### src/rtl/fp_add_arbiter.sv
// Round-robin arbiter sharing one pipelined FP adder among N_REQ requesters, with ID tagging of results.
// Define FP_ARB_OUT_REG_EN to register the response outputs (adds one cycle of response latency).

package struct_types;
    typedef struct packed {
        logic        sign;
        logic [7:0]  exp;
        logic [22:0] mant;
    } float_point_num;
endpackage

module fp_add_arbiter
    import struct_types::*;
#(
    parameter int N_REQ   = 4,
    parameter int ADD_LAT = 3,
    parameter int ID_W    = $clog2(N_REQ)
) (
    input  logic                 clk_i,
    input  logic                 rst_i,
    input  logic                 en_i,
    input  logic [N_REQ-1:0]     req_vld_i,
    input  float_point_num       req_a_i [N_REQ],
    input  float_point_num       req_b_i [N_REQ],
    output logic [N_REQ-1:0]     req_rdy_o,
    output logic                 add_vld_o,
    output float_point_num       add_a_o,
    output float_point_num       add_b_o,
    input  logic                 add_vld_i,
    input  float_point_num       add_res_i,
    input  logic                 add_status_i,
    output logic                 rsp_vld_o,
    output logic [ID_W-1:0]      rsp_id_o,
    output float_point_num       rsp_res_o,
    output logic                 rsp_status_o,
    output logic                 busy_o,
    output logic                 err_o
);

    logic [ID_W-1:0]              ptr_q, ptr_d;
    logic                         grant_vld;
    logic [ID_W-1:0]              grant_idx;
    logic [ID_W-1:0]              cand;

    logic                         add_vld_q, add_vld_d;
    float_point_num               add_a_q, add_a_d;
    float_point_num               add_b_q, add_b_d;
    logic [ID_W-1:0]              add_id_q, add_id_d;

    logic [ADD_LAT-1:0]           tag_vld_q, tag_vld_d;
    logic [ADD_LAT-1:0][ID_W-1:0] tag_id_q, tag_id_d;
    logic                         exp_vld;
    logic [ID_W-1:0]              exp_id;

    logic                         err_q, err_d;

    logic                         rsp_vld_d;
    logic [ID_W-1:0]              rsp_id_d;
    float_point_num               rsp_res_d;
    logic                         rsp_status_d;

    // Search starts at ptr and wraps; the first valid requester wins.
    always_comb begin
        grant_vld = 1'b0;
        grant_idx = '0;
        cand      = '0;
        req_rdy_o = '0;
        for (int i = 0; i < N_REQ; i++) begin
            cand = (int'(ptr_q) + i >= N_REQ) ? ID_W'(int'(ptr_q) + i - N_REQ)
                                               : ID_W'(int'(ptr_q) + i);
            if (en_i && !grant_vld && req_vld_i[cand]) begin
                grant_vld = 1'b1;
                grant_idx = cand;
            end
        end
        if (grant_vld) begin
            req_rdy_o[grant_idx] = 1'b1;
        end
    end

    assign exp_vld = tag_vld_q[ADD_LAT-1];
    assign exp_id  = tag_id_q[ADD_LAT-1];

    always_comb begin
        ptr_d     = ptr_q;
        add_vld_d = grant_vld;
        add_a_d   = add_a_q;
        add_b_d   = add_b_q;
        add_id_d  = add_id_q;
        if (grant_vld) begin
            ptr_d    = (grant_idx == ID_W'(N_REQ - 1)) ? '0 : grant_idx + 1'b1;
            add_a_d  = req_a_i[grant_idx];
            add_b_d  = req_b_i[grant_idx];
            add_id_d = grant_idx;
        end

        tag_vld_d    = '0;
        tag_id_d     = '0;
        tag_vld_d[0] = add_vld_q;
        tag_id_d[0]  = add_id_q;
        for (int s = 1; s < ADD_LAT; s++) begin
            tag_vld_d[s] = tag_vld_q[s-1];
            tag_id_d[s]  = tag_id_q[s-1];
        end

        err_d = err_q | (add_vld_i != exp_vld);
    end

    // Response fields are zeroed whenever no tracked result is due.
    always_comb begin
        rsp_vld_d    = exp_vld;
        rsp_id_d     = '0;
        rsp_res_d    = '0;
        rsp_status_d = 1'b0;
        if (exp_vld) begin
            rsp_id_d     = exp_id;
            rsp_res_d    = add_res_i;
            rsp_status_d = add_status_i;
        end
    end

    always_ff @(posedge clk_i or posedge rst_i) begin
        if (rst_i) begin
            ptr_q     <= '0;
            add_vld_q <= 1'b0;
            add_a_q   <= '0;
            add_b_q   <= '0;
            add_id_q  <= '0;
            tag_vld_q <= '0;
            tag_id_q  <= '0;
            err_q     <= 1'b0;
        end else begin
            ptr_q     <= ptr_d;
            add_vld_q <= add_vld_d;
            add_a_q   <= add_a_d;
            add_b_q   <= add_b_d;
            add_id_q  <= add_id_d;
            tag_vld_q <= tag_vld_d;
            tag_id_q  <= tag_id_d;
            err_q     <= err_d;
        end
    end

    assign add_vld_o = add_vld_q;
    assign add_a_o   = add_a_q;
    assign add_b_o   = add_b_q;
    assign err_o     = err_q;

`ifdef FP_ARB_OUT_REG_EN
    logic            rsp_vld_q;
    logic [ID_W-1:0] rsp_id_q;
    float_point_num  rsp_res_q;
    logic            rsp_status_q;

    always_ff @(posedge clk_i or posedge rst_i) begin
        if (rst_i) begin
            rsp_vld_q    <= 1'b0;
            rsp_id_q     <= '0;
            rsp_res_q    <= '0;
            rsp_status_q <= 1'b0;
        end else begin
            rsp_vld_q    <= rsp_vld_d;
            rsp_id_q     <= rsp_id_d;
            rsp_res_q    <= rsp_res_d;
            rsp_status_q <= rsp_status_d;
        end
    end

    assign rsp_vld_o    = rsp_vld_q;
    assign rsp_id_o     = rsp_id_q;
    assign rsp_res_o    = rsp_res_q;
    assign rsp_status_o = rsp_status_q;
    assign busy_o       = add_vld_q | (|tag_vld_q) | rsp_vld_q;
`else
    assign rsp_vld_o    = rsp_vld_d;
    assign rsp_id_o     = rsp_id_d;
    assign rsp_res_o    = rsp_res_d;
    assign rsp_status_o = rsp_status_d;
    assign busy_o       = add_vld_q | (|tag_vld_q);
`endif

endmodule
### config.mk
export PLATFORM = sky130hd
export DESIGN_NAME = fp_add_arbiter
export DESIGN_NICKNAME = d
export VERILOG_FILES = /design/src/rtl/fp_add_arbiter.sv
export SDC_FILE = /design/constraint.sdc
export NUM_CORES = 1
export LEC_CHECK = 0
export BUFFER_PORTS_ARGS = -buffer_cell sky130_fd_sc_hd__buf_4
export CAP_MARGIN = 10
export CORE_AREA = 8 8 149 151
export DETAILED_ROUTE_END_ITERATION = 8
export DIE_AREA = 0 0 157 159
export PLACE_DENSITY_LB_ADDON = 0.25
export SYNTH_ARGS = -nofsm -noshare
export SYNTH_HDL_FRONTEND = slang
export SYNTH_SLANG_ARGS = --single-unit
### constraint.sdc
create_clock -name clk_i -period 5.37 [get_ports clk_i]
set_clock_uncertainty 0.15 [all_clocks]
set_input_delay 0.537 -clock clk_i [delete_from_list [all_inputs] [get_ports clk_i]]
set_output_delay 0.537 -clock clk_i [all_outputs]
set_load 0.005 [all_outputs]
==> run_results.csv <==
group,metric,value,unit
cts,ctsResizeCount,0,
detailed_routing,via_per_inst,5.01,
timing,hold_viol_final,0,
setup_path,cp-start-kind,"register",
run,max_cap_violations,0,
yosys,synth_top_area_share,35.9,%
timing,drv_slew,0,
layout,area_growth,62.3,%
cts,clock_latency,330,ps
yosys,synthCells,553,
detailed_routing,firstDrtPassIters,5,
min_path,hold_path_end,"tag_id_d[5]$_DFF_PP0_",
global_route,grt_max_degree,71,
die,start_util,27.8,%
yosys,async_flop_share,100,%
setup_path,r2r_start,"ptr_q[0]$_DFFE_PP0P_",
timing,finalCriticalPeriod,4090,ps
die,die_y,159,um
yosys,ys_seq_area_share,35.9,%
detailed_routing,wl,25300,um
cts,cts-buffers-inserted,9,
setup_path,ff2ff_path_depth,8,
timing,period_share,76.1,%
cts,cts_hold_buf,0,
die,die_width,157,um
cts,cts_num_sinks,79,
die,io_pins,404,
global_route,grt_pass1_vias,6166,
cts,htree_levels,3,
yosys,yosysTopAreaCell,"dfrtp_1",
layout,drive_gt1_share,52.7,%
global_route,grt_usage,19.3,%
timing,worst_slew_pin_slew,1050,ps
cts,clockBufferDepth,2,
timing,setup-tns-final,0,ps
yosys,synthTopCellsByArea,"dfrtp_1 36%, mux2i_1 12%, a221oi_2 7.6%",
setup_path,arrival,3400,ps
global_route,antenna_found_initial,0,
yosys,avgSynthCellArea,9.96,sq um
yosys,netlist_area,5510,sq um
global_route,grt_overflow,0,
pwr,p_per_area,519,nW/um^2
yosys,synth_top_flop_cell,"dfrtp_1",
setup_path,crit_start,"ptr_q[0]$_DFFE_PP0P_",
place,dp_hpwl,18700,um
detailed_routing,wl_per_cell,21.3,um
place,gp_congestion,0.846,
setup_path,crit_path_end_kind,"output port",
min_path,min_path_cells,0,
timing,rsz0062_at_grt,"false",
pwr,leakagePower,4.42,nW
yosys,ys_types,37,
min_path,hp-start,"tag_id_d[3]$_DFF_PP0_",
cts,clk_pin_slew_worst_paths,60,ps
outcome,outcome,"complete, no violations",
timing,timing.fmax,0.245,GHz
yosys,synth_seq_cells,79,
detailed_routing,vias,5947,
layout,finish.utilization,45.1,%
yosys,yosysWarnings,0,
layout,nFillCells,1977,
detailed_routing,drt-initial-drc-count,270,
layout,final_nets,1211,
setup_path,r2r_end,"add_b_o[21]$_DFFE_PP0P_",
yosys,netlist_top_cells_count,"79 x dfrtp_1, 71 x nor2_1, 67 x mux2i_1",
setup_path,ff2ff_setup_slack,1610,ps
yosys,synth_edf_count,0,
cts,cts_tree,"done",
yosys,synth_fp_nets,850,
detailed_routing,drcViolationCount,0,
die,dieArea,25000,sq um
global_route,grt_pass1_wl,37400,um
min_path,min_path_type,"register to register",
setup_path,worstSetupPathType,"register to output port",
yosys,yosys.cell_count.top_type,"dfrtp_1",
cts,root_buffer,"clkbuf_16",
die,coreArea,19800,sq um
setup_path,crit_required,4680,ps
timing,finalSetupViolations,0,
layout,seq_area,1980,sq um
detailed_routing,drt.antenna.violating_nets,0,
pwr,ir_worst_vdd,0.000441,V
place,portBuffers,403,
cts,cts_setup_buffers,0,
layout,multi_input_area,3190,sq um
setup_path,path_max_fanout,66,
timing,slew-limit-headroom,30.3,%
die,rows,52,
layout,insertedDiodeCount,0,
==> cell type report <==
| class | count | area share [%] |
|---|---|---|
| clock inverters | 3 | 0.476 |
| inverters | 5 | 0.224 |
| well taps | 270 | 3.78 |
| flip-flops and latches | 79 | 22.1 |
| repair buffers | 413 | 34.8 |
| multi-input cells | 406 | 35.7 |
| clock buffers | 12 | 2.87 |
==> sequential cells by signal, indices dropped and copies added, names as in the netlist <==
name,count
add_b_o,32
add_id_q,2
err_o,1
add_vld_o,1
tag_id_d,4
tag_vld_q,3
ptr_q,2
exp_id,2
add_a_o,32
==> where the power goes <==
group	switching (mW)	internal [mW]
sequential	0.209	0.914
clock	0.251	0.383
combinational	1.55	1.33
==> layer usage <==
metal | global-route usage [%] | wire (um)
met1 | 21.9 | 9680
met2 | 33.4 | 12600
met3 | 6.30 | 2540
met4 | 5.99 | 478
met5 | 0 | 0
==> cell families after synthesis <==
| group | count (synthesis) | synth area share (%) |
|---|---|---|
| AOI/OAI and AO/OA | 143 | 26.2 |
| DFF | 79 | 35.9 |
| muxes | 67 | 12.2 |
| buffers and inverters | 68 | 6.36 |
| xor gates and xnor gates | 2 | 0.318 |
| and+or+nand+nor | 194 | 19.1 |
==> layout by cell type (no fill, tap or decap), types with 2 or more instances in the layout <==
cell,n
or3_1,2
clkbuf_16,9
and2_1,37
mux2i_1,67
a221oi_1,36
o21ai_0,3
clkbuf_8,2
buf_4,412
a221oi_2,28
a211oi_2,21
inv_1,4
clkinv_2,2
a211oi_1,45
or3b_1,3
nand3b_1,5
nor2_1,71
and3_1,66
dfrtp_1,79
nand2b_1,3
==> how the worst max path moves through the flow <==
stage                                    to  slack [ps]  cells past startpoint
CTS                            req_rdy_o[0]        1270                      7
finish                         req_rdy_o[0]        1280                      7
detailed placement  add_b_o[21]$_DFFE_PP0P_        1650                      8
global route                   req_rdy_o[0]        1080                      7
floorplan            add_a_o[0]$_DFFE_PP0P_        2660                      1
global placement               req_rdy_o[0]        1690                      8
==> through the flow <==
stage / hold slack [ps] / power (mW) / setup WS, ps / area [sq um] / instances
2_1_floorplan: 181 / 2.92 / 2660 / 5510 / 553
3_3_place_gp: 182 / 4.02 / 1690 / 8640 / 1173
3_5_place_dp: 186 / 4.04 / 1650 / 8640 / 1173
4_1_cts: 198 / 4.69 / 1270 / 8940 / 1188
5_1_grt: 203 / 4.97 / 1080 / 8940 / 1188
6_report: 196 / 4.64 / 1280 / 8940 / 1188
==> critical path: stages (launching register included) <==
cell and delay (ps):
dfrtp_1 690, or3b_1 200, a21oi_1 90, o211ai_1 180, buf_4 550, nand3_4 750
and3_1 450, buf_4 140
Power figures use the tool's default switching activity.
